$ cat src/rtl/reduce_exec_pkg.sv
// Shared types for the packet reduction engine: op codes, FSM states and
// the identity value each op starts its accumulation from.
package reduce_exec_pkg;

  typedef enum logic [1:0] {
    OP_XOR = 2'b00,
    OP_ADD = 2'b01,
    OP_AND = 2'b10,
    OP_OR  = 2'b11
  } op_e;

  typedef enum logic [1:0] {
    S_IDLE = 2'd0,
    S_ACC  = 2'd1,
    S_PUSH = 2'd2
  } state_e;

  // The identity is either all-zeros or all-ones, so return the fill bit
  // and let the caller replicate it to the datapath width.
  function automatic logic op_identity(input op_e op);
    return (op == OP_AND);
  endfunction

endpackage

$ cat src/rtl/reduce_alu.sv
// One accumulate step: y = a <op> b, with ADD wrapping at the word width.
module reduce_alu
  import reduce_exec_pkg::*;
#(
  parameter int DWIDTH = 8
) (
  input  logic [1:0]        op,
  input  logic [DWIDTH-1:0] a,
  input  logic [DWIDTH-1:0] b,
  output logic [DWIDTH-1:0] y
);

  always_comb begin
    y = a ^ b;
    case (op_e'(op))
      OP_XOR:  y = a ^ b;
      OP_ADD:  y = a + b;
      OP_AND:  y = a & b;
      OP_OR:   y = a | b;
      default: y = a ^ b;
    endcase
  end

endmodule

$ cat src/rtl/reduce_exec.sv
// Packet reducer: reads a header (length + op) and N data words from a
// FWFT input FIFO and pushes one reduced word per packet to an output FIFO.
module reduce_exec
  import reduce_exec_pkg::*;
#(
  parameter int DWIDTH = 8,
  parameter int CNTW   = 6
) (
  input  logic              clk,
  input  logic              rst_n,
  input  logic              ififo_rdy,
  input  logic [DWIDTH-1:0] idata,
  output logic              ififo_pop,
  input  logic              ofifo_not_full,
  output logic              ofifo_push,
  output logic [DWIDTH-1:0] odata,
  output logic              exec_idle,
  output logic [15:0]       pkt_cnt
);

  // Handshakes: a word moves when pop (resp. push) is high at a rising edge;
  // pop implies ififo_rdy, push implies ofifo_not_full, both gated by rst_n.

  state_e            state, state_next;
  op_e               op_q, op_next;
  logic [CNTW-1:0]   cnt_q, cnt_next;
  logic [DWIDTH-1:0] acc_q, acc_next, alu_y;
  logic              hdr_take, data_take;
  logic [CNTW-1:0]   hdr_n;
  op_e               hdr_op;

  assign hdr_n  = idata[CNTW-1:0];
  assign hdr_op = op_e'(idata[CNTW+1:CNTW]);

  if (DWIDTH > CNTW + 2) begin : g_hdr_pad
    logic unused_hdr_bits;
    assign unused_hdr_bits = ^idata[DWIDTH-1:CNTW+2];
  end

  reduce_alu #(.DWIDTH(DWIDTH)) u_alu (
    .op (op_q),
    .a  (acc_q),
    .b  (idata),
    .y  (alu_y)
  );

  always_ff @(posedge clk) begin
    if (!rst_n) begin
      state     <= S_IDLE;
      op_q      <= OP_XOR;
      cnt_q     <= '0;
      acc_q     <= '0;
      odata     <= '0;
      pkt_cnt   <= '0;
      exec_idle <= 1'b1;
    end else begin
      state     <= state_next;
      op_q      <= op_next;
      cnt_q     <= cnt_next;
      acc_q     <= acc_next;
      exec_idle <= (state_next == S_IDLE);
      // Capture the result as the FSM enters (or stays in) S_PUSH.
      if (state_next == S_PUSH) odata <= acc_next;
      if (ofifo_push) pkt_cnt <= pkt_cnt + 16'd1;
    end
  end

  always_comb begin
    state_next = state;
    op_next    = op_q;
    cnt_next   = cnt_q;
    acc_next   = acc_q;
    if (hdr_take) begin
      op_next    = hdr_op;
      cnt_next   = hdr_n;
      acc_next   = {DWIDTH{op_identity(hdr_op)}};
      state_next = (hdr_n == '0) ? S_PUSH : S_ACC;
    end else if (data_take) begin
      acc_next = alu_y;
      cnt_next = cnt_q - CNTW'(1);
      if (cnt_q == CNTW'(1)) state_next = S_PUSH;
    end else if (ofifo_push) begin
      state_next = S_IDLE;
    end
  end

  always_comb begin
    ififo_pop  = 1'b0;
    ofifo_push = 1'b0;
    if (rst_n) begin
      case (state)
        S_IDLE: ififo_pop = ififo_rdy;
        S_ACC:  ififo_pop = ififo_rdy;
        S_PUSH: begin
          ofifo_push = ofifo_not_full;
          ififo_pop  = ififo_rdy && ofifo_not_full;
        end
        default: ;
      endcase
    end
  end

  assign hdr_take  = ififo_pop && (state != S_ACC);
  assign data_take = ififo_pop && (state == S_ACC);

endmodule

$ cat config.mk
export PLATFORM = sky130hd
export DESIGN_NAME = reduce_exec
export DESIGN_NICKNAME = d
export VERILOG_FILES = /design/src/rtl/reduce_exec_pkg.sv /design/src/rtl/reduce_alu.sv /design/src/rtl/reduce_exec.sv
export SDC_FILE = /design/constraint.sdc
export NUM_CORES = 1
export LEC_CHECK = 0
export CELL_PAD_IN_SITES_DETAIL_PLACEMENT = 0
export CELL_PAD_IN_SITES_GLOBAL_PLACEMENT = 1
export CORE_UTILIZATION = 37
export DETAILED_ROUTE_END_ITERATION = 8
export HOLD_SLACK_MARGIN = 0.06
export PLACE_DENSITY = 0.86
export SETUP_SLACK_MARGIN = 0.5
export SYNTH_ARGS = -nofsm -noshare
export SYNTH_HDL_FRONTEND = slang
export SYNTH_SLANG_ARGS = --single-unit
$ cat constraint.sdc
create_clock -name clk -period 2.03 [get_ports clk]
set_clock_uncertainty 0.2 [all_clocks]
set_input_delay 0.609 -clock clk [delete_from_list [all_inputs] [get_ports clk]]
set_output_delay 0.609 -clock clk [all_outputs]
set_load 0.005 [all_outputs]
After elaboration in Yosys (flattened, before gate mapping):

Cells that the tools add are included.

* output and inout bits: 27
* logic and storage cells: 45
* bits in writable memories: 0
* register bits after elaboration: 43
* latch bits: 0
* input bits: 12
* memories kept: 0
* ROM bits: 0

* add/subtract/negate cells: 3
* muxes and demuxes: 14
* equal/unequal tests: 9
* shift-type cells: 0
* $lt $le $gt $ge: 0
* $mul: 0
* reductions and logical operators: 9
* div/mod/pow operators: 0
* bitwise gates (word level): 3

Operators with widths (count)
* case mux 8 bit (4 select lines): 1
* adder 16 x 1 -> 16 bit, second input constant: 1
* two-way mux 8 bit: 2
* two-way mux 6 bit: 2
* equality test 2 bit, second input constant: 5
* two-way mux 2 bit: 5
* adder 8 bit: 1
* AND 8 bit: 1
* OR 8 bit: 1
* XOR 8 bit: 1
* equality test 6 x 1 -> 1 bit, second input constant: 1
* logical NOT 2 bit: 3
* logical NOT 6 bit: 1
* subtractor 6 x 1 -> 6 bit, second input constant: 1
* equality test 2 x 1 -> 1 bit, second input constant: 2
* logical AND 1 bit: 3
* two-way mux 1 bit: 3
* != test 2 x 1 -> 1 bit, second input constant: 1
* case mux 1 bit (2 select lines): 1
* nonzero test 2 bit: 1
* OR reduction 2 bit: 1

Logic depth before layout (Yosys ltp):

* depth after elaboration: 8
* mapped depth: 7
* depth with buffers taken out: 7

By module:

A second synthesis with hierarchy kept.

* cell total of the unflattened synthesis: 316
* area total of the unflattened synthesis: 2747.6 um^2

By module, submodules not included
* reduce_exec: cells each 213, instances 1, seq. area each 860.8 um^2, area each 2025.7 um^2
* reduce_alu: cells each 103, instances 1, seq. area each 0.0 um^2, area each 721.9 um^2

Worst setup path before layout:

No wires, ideal clock.

* path type: input-to-reg
* from: input idata[2]
* to: register odata[5]
* cell stages on the path: 7
* required time: 1.756 ns
* setup time: 0.074 ns
* path buffers: 0
* setup slack: -0.207 ns
* arrival time: 1.963 ns
* path through: inv_1 -> ha_1 -> a21oi_1 -> nand2_1 -> a31oi_1 -> mux2_2 -> a31oi_1

* cells in the longest elaborated chain, start to end: 4
* elaborated cells between the ends (all ways): 8
* those cells by class: add/sub: 1; eq/ne: 1; mux: 5; reduce/logical: 1

RTL lines
* start, declared: line reduce_exec.sv:12 `input logic [DWIDTH-1:0] idata,`
* adder 8 bit or logical NOT 6 bit (tied branches): line reduce_alu.sv:17, reduce_exec.sv:77
* case mux 8 bit (4 select lines) or two-way mux 2 bit (tied branches): line reduce_alu.sv:15, reduce_exec.sv:77
* two-way mux 8 bit or two-way mux 2 bit (tied branches): line reduce_exec.sv:78, reduce_exec.sv:73
* two-way mux 8 bit or equality test 2 bit (tied branches): line reduce_exec.sv:73, reduce_exec.sv:63
* end signal, assigned: line reduce_exec.sv:63 `if (state_next == S_PUSH) odata <= acc_next;`
* end, declared: line reduce_exec.sv:16 `output logic [DWIDTH-1:0] odata,`

Several ways; a longest one is shown, not always the timed one.
A chain may end at the register's enable or synchronous reset.

Worst setup path after layout:

* from: input idata[5]
* to: register odata[7]

Same word-level chain as after synthesis.

==> results.toml <==
[sta]
setup_slack_ns = 0.0856
setup_viol = 0
drv_slew = 0
hold_violations = 0
fin_tns_setup_ns = 0
finalCritPeriodShare_pct = 95.8
holdWs_ns = 0.282
period_minus_slack_ns = 1.94
rsz0062_at_grt = "yes"
max_slew_margin_pct = 75.7
clock.fmax_ghz = 0.514
worst_pin_slew_ns = 0.365

[place]
dpl.hpwl_um = 5440
gp_congestion = 0.839
io_buffer_count = 38
dp_worst_setup_slack_ns = -0.818
placedInstanceArea_um2 = 3770

[yosys]
yosysTopAreaCell = "dfxtp_1"
synthArstFlopShare_pct = 0
ys_types = 60
synth_area_per_cell_um2 = 8.17
ys_seq_elements = 43
synth_area_leaders = "dfxtp_1 (32%), ha_1 (9.3%), a21oi_1 (4.3%), nand2_1 (4.2%), nor2_1 (4.0%)"
syn_area_um2 = 2700
synth-edff-count = 0
yosys_warnings = 0
netlist.area_leader.share_pct = 31.8
synthFlopType = "dfxtp_1"
syn_inst = 331
yosysSeqAreaShare_pct = 31.8
synth_nets = 363

[floorplan]
die_area_um2 = 7650
core_um2 = 6940
pin_count = 39
start_util_pct = 38.9
rows = 30
die_w_um = 87.5
die_y_um = 87.5

[clocking]
worstSkewPairLatency_ns = 0.30
cts-root-buf = "clkbuf_8"
cts_tree = "built"
cts_max_level = 2
clock_path_buffers = 2
clkSinkCount = 43
cts_inserted_buffers = 5
clkTransAtPathRegs_ns = 0.08

[detailed_routing]
detail-route-antenna-nets = 0
drc_errors = 0
dr.pass1.iters = 4
wl_per_cell_um = 15.3
drt_iter0_drc = 172
drt-total-wl_um = 8340
dr_total_vias = 2851
via_per_inst = 5.23

[setup_path]
crit_top_cell = "buf_6"
worstRegToRegCells = 7
reg2reg_from = "acc_q[2]"
worstSetupEndpointType = "flip-flop"
critPathBufInv = 3
cp_cell_sequence = "buf_6 -> buf_6 -> nor4_4 -> a211oi_4 -> a31oi_4 -> buf_12 -> nand3b_1 -> o211ai_1"
crit_path_max_fanout = 8
crit_slowest_cell = "nor4_4"
crit_family = "compound AO/OA/AOI/OAI gates"
worstPathArrival_ns = 1.92
crit_path_start_kind = "input port"
r2r_slack_ns = 0.14
worst-setup-path-type = "input port to flip-flop"
cp_slowest_stage_delay_ns = 0.34
r2r-end = "odata[7]"
critPathRequiredTime_ns = 2.01

[min_path]
min_to = "cnt_q[0]"
hold-path-cell-count = 1
worstHoldStart = "cnt_q[0]"
holdCritPathClass = "flip-flop to flip-flop"

[cells_and_area]
final_util_pct = 65.8
area_delta_synth_final_pct = 68.9
stdcell_area_um2 = 4570
drive_gt1_share_pct = 57.0
n_fill_cell = 528
diodes = 0
nets = 480

[power_and_ir_drop]
ir_drop_uv = 334
p_leak_nw = 1.89
power_density_nw_per_um2 = 478

[status]
status = "finished clean"

[global_routing]
overflow = 0
grt_max_degree = 21
grt_pass1_wl_um = 13200
grt_pass1_vias = 2845
grt_util_all_layers_pct = 22.0
antenna_found_initial = 0

[job]
max_cap_viol_count = 0
==> where the power goes <==
group          switching [mW]  total, mW  internal (mW)
clock                   0.312      0.553          0.241
sequential             0.0540      0.945          0.891
combinational           0.318      0.684          0.366
==> cells by family after synthesis <==
group	synth area share [%]
and+or+nand+nor	25.8
adders and majority gates	9.25
buffers and inverters	6.34
AOI/OAI and AO/OA	21.1
DFF	31.8
xor gates and xnor gates	4.54
muxes	1.16
==> layout by cell type (no fill, tap or decap), drive strengths merged, types with 2 or more instances in the layout <==
cell and instances:
o21ai 23, or2 2, nor3 6, and3 3
nor2 31, clkbuf 6, a221oi 7, a31oi 5
o211ai 2, nand4b 2, nand2b 7, and2 2
mux2i 2, ha 20, nor4 4, o21a 4
or3 5, a21oi 23, nand2 30, dfxtp 43
nand3b 5, xor2 6, a32o 2, inv 26
buf 121, a21o 7, nand3 11, xnor2 8
nor3b 3, nand4 5, and4 2, a211oi 3
nor2b 4, clkinv 2, o31ai 3
==> how the worst max path moves through the flow <==
stage | from | end | slack [ns] | cells past startpoint
after floorplan | idata[2] | odata[7] | 0.02 | 7
after global placement | idata[2] | odata[7] | -0.78 | 8
after detailed placement | idata[2] | odata[7] | -0.82 | 8
after CTS | state[0] | ififo_pop | 0.09 | 4
after global routing | acc_q[1] | odata[3] | 0.07 | 7
final | idata[5] | odata[7] | 0.09 | 8
==> cell type report <==
class / count / area, µm² / share of cell area, %
clock inverters: 2 / 12.5 / 0.274
multi-input cells: 249 / 2220 / 48.6
well taps: 96 / 120 / 2.63
inverters: 27 / 121 / 2.66
clock buffers: 6 / 72.6 / 1.59
flip-flops and latches: 43 / 917 / 20.1
repair buffers: 122 / 1100 / 24.2
==> metal layers <==
layer / share of wire, % / vias up / track usage [%]
li1: - / 1409 / -
met3: 3.1 / 9 / 3.70
met4: 1.0 / 0 / 3.87
met5: 0 / - / 0
met1: 44 / 1374 / 27.0
met2: 52 / 59 / 40.3
==> Yosys cell counts, drive strengths merged, types with 2 or more instances <==
cell	number
o211ai	2
nor3b	3
or3	5
and4	2
and2	2
xnor2	8
nor2	31
a31oi	5
a21oi	23
nor2b	4
a21o	7
xor2	6
nand4b	2
o31ai	3
mux2i	2
or2	2
ha	20
nand2	30
nand4	4
a211oi	3
nand2b	7
a32o	2
inv	26
a221oi	7
buf	9
nand3	11
nor4	4
o21a	4
nor3	6
clkbuf	4
o21ai	23
and3	3
nand3b	5
dfxtp	43
==> stage by stage <==
step	cells	power, mW
2_1_floorplan	331	1.26
3_3_place_gp	502	1.48
3_5_place_dp	502	1.49
4_1_cts	538	2.13
5_1_grt	545	2.28
6_report	545	2.18
==> registers in the layout, indices dropped and copies added (netlist names) <==
register / count
state: 2
op_q: 2
acc_q: 8
exec_idle: 1
odata: 8
cnt_q: 6
pkt_cnt: 16
==> timing repair <==
item | CTS | global route
cloned | 2 | 0
resized for setup | 275 | 44
pin swaps | 60 | 27
hold buffers | 0 | 0
buffers inserted | 26 | 7
endpoints found under the setup margin | 70 | 66
No activity file was read; power rests on OpenSTA's default activity.
